**src/rtl/dest_drain_pkg.sv**
```systemverilog
// Shared types and constants for the destination drain arbiter.
package dest_drain_pkg;

  typedef enum logic [1:0] {
    IDLE = 2'd0,
    READ = 2'd1,
    HOLD = 2'd2
  } drain_state_e;

  localparam int unsigned DRAIN_DATA_WIDTH = 6;

  localparam logic SRC_D0 = 1'b0;
  localparam logic SRC_D1 = 1'b1;

endpackage

```
**src/rtl/dest_drain_arbiter_rr_arb2.sv**
```systemverilog
// Two-requester round-robin arbiter; the caller registers last_grant.
module rr_arb2
  import dest_drain_pkg::*;
(
  input  logic [1:0] req_i,
  input  logic       last_grant_i,
  output logic       grant_o,
  output logic       grant_valid_o
);

  always_comb begin
    grant_valid_o = |req_i;
    case (req_i)
      2'b11:   grant_o = ~last_grant_i;
      2'b10:   grant_o = SRC_D1;
      default: grant_o = SRC_D0;
    endcase
  end

endmodule

```
**src/rtl/dest_drain_arbiter.sv**
```systemverilog
// Drains destination FIFOs D0/D1 round-robin into one valid/ready stream.
// Define DRAIN_CNT_EN to build the saturating per-source word counters.
module dest_drain_arbiter
  import dest_drain_pkg::*;
#(
  parameter int unsigned DATA_WIDTH = DRAIN_DATA_WIDTH,
  parameter int unsigned CNT_WIDTH  = 8
) (
  input  logic                  clk,
  input  logic                  reset,
  input  logic                  active_in,
  input  logic                  empty_fifo_D0,
  input  logic                  empty_fifo_D1,
  input  logic [DATA_WIDTH-1:0] data_out_D0,
  input  logic [DATA_WIDTH-1:0] data_out_D1,
  output logic                  D0_pop,
  output logic                  D1_pop,
  input  logic                  out_ready,
  output logic                  out_valid,
  output logic [DATA_WIDTH-1:0] out_data,
  output logic                  out_src,
  output logic [CNT_WIDTH-1:0]  cnt_D0,
  output logic [CNT_WIDTH-1:0]  cnt_D1
);

  drain_state_e          state_q, state_d;
  logic                  grant_q, grant_d;
  logic                  last_q, last_d;
  logic                  pop0_q, pop0_d;
  logic                  pop1_q, pop1_d;
  logic                  valid_q, valid_d;
  logic                  src_q, src_d;
  logic [DATA_WIDTH-1:0] data_q, data_d;

  logic [1:0] req;
  logic       arb_grant;
  logic       arb_valid;
  logic       issue;
  logic       handshake;

  assign req       = {active_in & ~empty_fifo_D1, active_in & ~empty_fifo_D0};
  assign handshake = valid_q & out_ready;

  rr_arb2 u_arb (
    .req_i         (req),
    .last_grant_i  (last_q),
    .grant_o       (arb_grant),
    .grant_valid_o (arb_valid)
  );

  always_comb begin
    state_d = state_q;
    grant_d = grant_q;
    last_d  = last_q;
    pop0_d  = 1'b0;
    pop1_d  = 1'b0;
    valid_d = valid_q;
    src_d   = src_q;
    data_d  = data_q;
    issue   = 1'b0;
    case (state_q)
      IDLE: issue = arb_valid;
      // READ spans the pop cycle plus the FIFO read-data cycle; the pop flop marks the first.
      READ: begin
        if (!(pop0_q || pop1_q)) begin
          data_d  = (grant_q == SRC_D1) ? data_out_D1 : data_out_D0;
          src_d   = grant_q;
          valid_d = 1'b1;
          state_d = HOLD;
        end
      end
      HOLD: begin
        if (handshake) begin
          valid_d = 1'b0;
          state_d = IDLE;
          issue   = arb_valid;
        end
      end
      default: state_d = IDLE;
    endcase
    if (issue) begin
      grant_d = arb_grant;
      last_d  = arb_grant;
      pop0_d  = (arb_grant == SRC_D0);
      pop1_d  = (arb_grant == SRC_D1);
      state_d = READ;
    end
  end

  always_ff @(posedge clk or posedge reset) begin
    if (reset) begin
      state_q <= IDLE;
      grant_q <= SRC_D0;
      last_q  <= SRC_D1;
      pop0_q  <= 1'b0;
      pop1_q  <= 1'b0;
      valid_q <= 1'b0;
      src_q   <= SRC_D0;
      data_q  <= '0;
    end else begin
      state_q <= state_d;
      grant_q <= grant_d;
      last_q  <= last_d;
      pop0_q  <= pop0_d;
      pop1_q  <= pop1_d;
      valid_q <= valid_d;
      src_q   <= src_d;
      data_q  <= data_d;
    end
  end

  assign D0_pop    = pop0_q;
  assign D1_pop    = pop1_q;
  assign out_valid = valid_q;
  assign out_data  = data_q;
  assign out_src   = src_q;

`ifdef DRAIN_CNT_EN
  logic [CNT_WIDTH-1:0] cnt0_q, cnt1_q;

  always_ff @(posedge clk or posedge reset) begin
    if (reset) begin
      cnt0_q <= '0;
      cnt1_q <= '0;
    end else begin
      if (handshake && (src_q == SRC_D0) && (cnt0_q != '1)) cnt0_q <= cnt0_q + 1'b1;
      if (handshake && (src_q == SRC_D1) && (cnt1_q != '1)) cnt1_q <= cnt1_q + 1'b1;
    end
  end

  assign cnt_D0 = cnt0_q;
  assign cnt_D1 = cnt1_q;
`else
  assign cnt_D0 = '0;
  assign cnt_D1 = '0;
`endif

endmodule

```
**config.mk**
```make
export PLATFORM = sky130hd
export DESIGN_NAME = dest_drain_arbiter
export DESIGN_NICKNAME = d
export VERILOG_FILES = /design/src/rtl/dest_drain_pkg.sv /design/src/rtl/dest_drain_arbiter_rr_arb2.sv /design/src/rtl/dest_drain_arbiter.sv
export SDC_FILE = /design/constraint.sdc
export NUM_CORES = 1
export LEC_CHECK = 0
export ABC_AREA = 1
export BUFFER_PORTS_ARGS = -buffer_cell sky130_fd_sc_hd__buf_2
export CORE_MARGIN = 2
export CORE_UTILIZATION = 40
export CTS_CLUSTER_SIZE = 8
export DETAILED_ROUTE_END_ITERATION = 8
export HOLD_SLACK_MARGIN = 0.1
export PLACE_DENSITY = 0.8
export SYNTH_ARGS = -nofsm -noshare
export SYNTH_HDL_FRONTEND = slang
export SYNTH_SLANG_ARGS = --single-unit
```
**constraint.sdc**
```tcl
create_clock -name clk -period 2.3 [get_ports clk]
set_input_delay 0.46 -clock clk [delete_from_list [all_inputs] [get_ports clk]]
set_output_delay 0.46 -clock clk [all_outputs]
set_load 0.02 [all_outputs]
```
==> impl_metrics.py <==
metrics = {
    "floorplanning": {
        "rows": 15,
        "die_w_um": 48.1,
        "die_area_sq_um": 2320,
        "fp.coreArea_sq_um": 1780,
        "io_pins": 44,
        "start_util": 0.437,
        "die_y_um": 48.1,
    },
    "run_status": {
        "status": "complete, no violations",
    },
    "sta": {
        "hold_violations": 0,
        "setup_viol": 0,
        "whs_ps": 187,
        "skew_ps": 1.73,
        "max_freq_mhz": 768,
        "setup_slack_ps": 998,
        "rsz0062_at_grt": "false",
        "drv_slew": 0,
        "period_minus_slack_ps": 1300,
        "final.setup.tns_ps": 0,
        "period_share": 0.566,
    },
    "pwr": {
        "p_leak_uw": 0.000568,
        "p_int_uw": 577,
        "cellPowerDensity_nw_per_um2": 1130,
        "switchingPower_uw": 434,
        "ir_drop_mv": 0.468,
        "clkPwrFrac": 0.175,
        "switching_share": 0.429,
        "p_seq_frac": 0.411,
        "comb_power_share": 0.414,
    },
    "final_layout": {
        "fin_nets": 150,
        "post-route-util": 0.502,
        "final_common_cell": "nand2_1",
        "n_fill_cell": 187,
        "areaGrowthSynthToFinish_pct": 14.9,
        "final_cell_mix": "48 x nand2_1, 27 x buf_2, 16 x conb_1",
        "layout-drive-gt1-share": 0.282,
        "diodes": 0,
    },
    "clocking": {
        "cts_setup_buffers": 0,
        "h-tree-depth": 1,
        "cts-hold-fix-buffers": 0,
        "cts_tree": "done",
        "clockBufferDepth": 2,
        "clk_pin_slew_ps": 80,
        "cts_resized": 0,
        "ctsRootBufferMaster": "clkbuf_4",
        "clkLatencyLatePin_ps": 280,
        "cts_made_buffers": 3,
        "cts.sinks": 14,
    },
    "critical_path": {
        "crit_type": "register to output pin",
        "end_kind": "output pin",
        "r2r_start": "state_q[1]$_DFFE_PP0P_",
        "crit_path_max_fanout": 3,
        "worstSetupStartpointType": "register",
        "path_cells": "buf_2",
        "cp_num_buf_inv": 1,
        "cp.arrival_ps": 840,
        "rr_worst_depth": 5,
        "critPathTopFamily": "flip-flops",
        "crit_slowest_cell": "dfrtp_1",
        "slowest_delay_ps": 400,
        "required_ps": 1840,
        "r2r-end": "out_data[0]$_DFFE_PP0P_",
        "reg2reg_setup_slack_ps": 1210,
    },
    "logic_synthesis": {
        "syn_inst": 103,
        "syn_area_per_cell_sq_um": 7.57,
        "seq_area_frac_synth": 0.451,
        "syn_area_sq_um": 779,
        "yosysTopAreaCell": "dfrtp_1",
        "synth-seq-cells": 14,
        "synth.area.top_cells": "dfrtp_1 42%, nand2_1 23%, buf_4 15%",
        "yosys_warnings": 0,
        "synth_cell_type_count": 15,
        "synth_top_area_frac": 0.417,
    },
    "global_route": {
        "first_global_vias": 604,
        "grt_start_max_net_pins": 15,
        "grt_pass1_wl_um": 2410,
        "antenna_found_initial": 0,
        "grt.overflow.total": 0,
        "grtUsageTotal": 0.151,
    },
    "detailed_routing": {
        "vias_per_cell": 4.22,
        "drt_iter0_markers": 9,
        "drc": 0,
        "ant_nets": 0,
        "dr.pass1.iters": 4,
        "num_vias": 659,
        "wire_per_inst_um": 9.35,
        "routed_wl_um": 1460,
    },
    "placement": {
        "post-place-ws_ps": 1120,
        "io_buffers": 27,
        "place.gp.congestion": 0.794,
    },
    "run": {
        "maxCapViolCount": 0,
    },
    "worst_hold_path": {
        "hold_path_class": "primary input to async pin",
    },
}
-- flip-flops by register name, summed over array words and instances (netlist names) --
name       count
out_src        1
last_q         1
out_data       6
out_valid      1
D0_pop         1
D1_pop         1
state_q        2
grant_q        1
-- area by class of cell --
class	instances	area, sq um	share of cell area
clock buffer	4	36.3	0.0405
inverter	8	30.0	0.0335
multi-input combinational	78	312	0.348
sequential	14	352	0.392
tap	25	31.3	0.0349
timing repair buffer	27	135	0.151
-- how the worst max path moves through the flow --
stage	from	endpoint	slack (ps)	depth (start not counted)
after floorplan	D1_pop$_DFF_PP0_	out_src$_DFFE_PP0P_	1280	5
after global placement	empty_fifo_D1	grant_q$_DFFE_PP0P_	1180	5
after detailed placement	empty_fifo_D1	grant_q$_DFFE_PP0P_	1120	5
after CTS	out_valid$_DFFE_PP0P_	out_valid	990	1
after global routing	out_valid$_DFFE_PP0P_	out_valid	950	1
final	out_valid$_DFFE_PP0P_	out_valid	1000	1
-- metal layers --
| layer | part of all wire | track usage |
|---|---|---|
| met4 | 0.027 | 0.0973 |
| met2 | 0.47 | 0.258 |
| met1 | 0.44 | 0.168 |
| met3 | 0.056 | 0.0333 |
| met5 | 0 | 0 |
-- cells in the mapped netlist, drive strengths merged --
library cell / n
o21ai: 2
dfstp: 1
dfrtp: 13
a21oi: 2
conb: 1
inv: 8
nand3: 4
nand2: 49
nor2: 5
buf: 18
-- power groups by stage --
stage	clock, uW	sequential (uW)	combinational (uW)
after floorplan	0	490	265
after global placement	0	415	413
after detailed placement	0	418	422
after CTS	183	416	423
after global routing	195	429	473
final	177	416	418
-- cell families after synthesis --
family,after synthesis,synth area share
AOI/OAI and AO/OA,4,0.0305
DFF,14,0.451
buffers and inverters,26,0.222
and+or+nand+nor,58,0.292
other,1,0.00481
-- stage by stage --
stage / cell area [sq um] / total power (uW) / instances
final: 896 / 1010 / 156
after global routing: 896 / 1100 / 156
after CTS: 896 / 1020 / 156
after detailed placement: 860 / 840 / 152
after global placement: 860 / 827 / 152
after floorplan: 836 / 755 / 118
No activity file was read; power rests on OpenSTA's default activity.
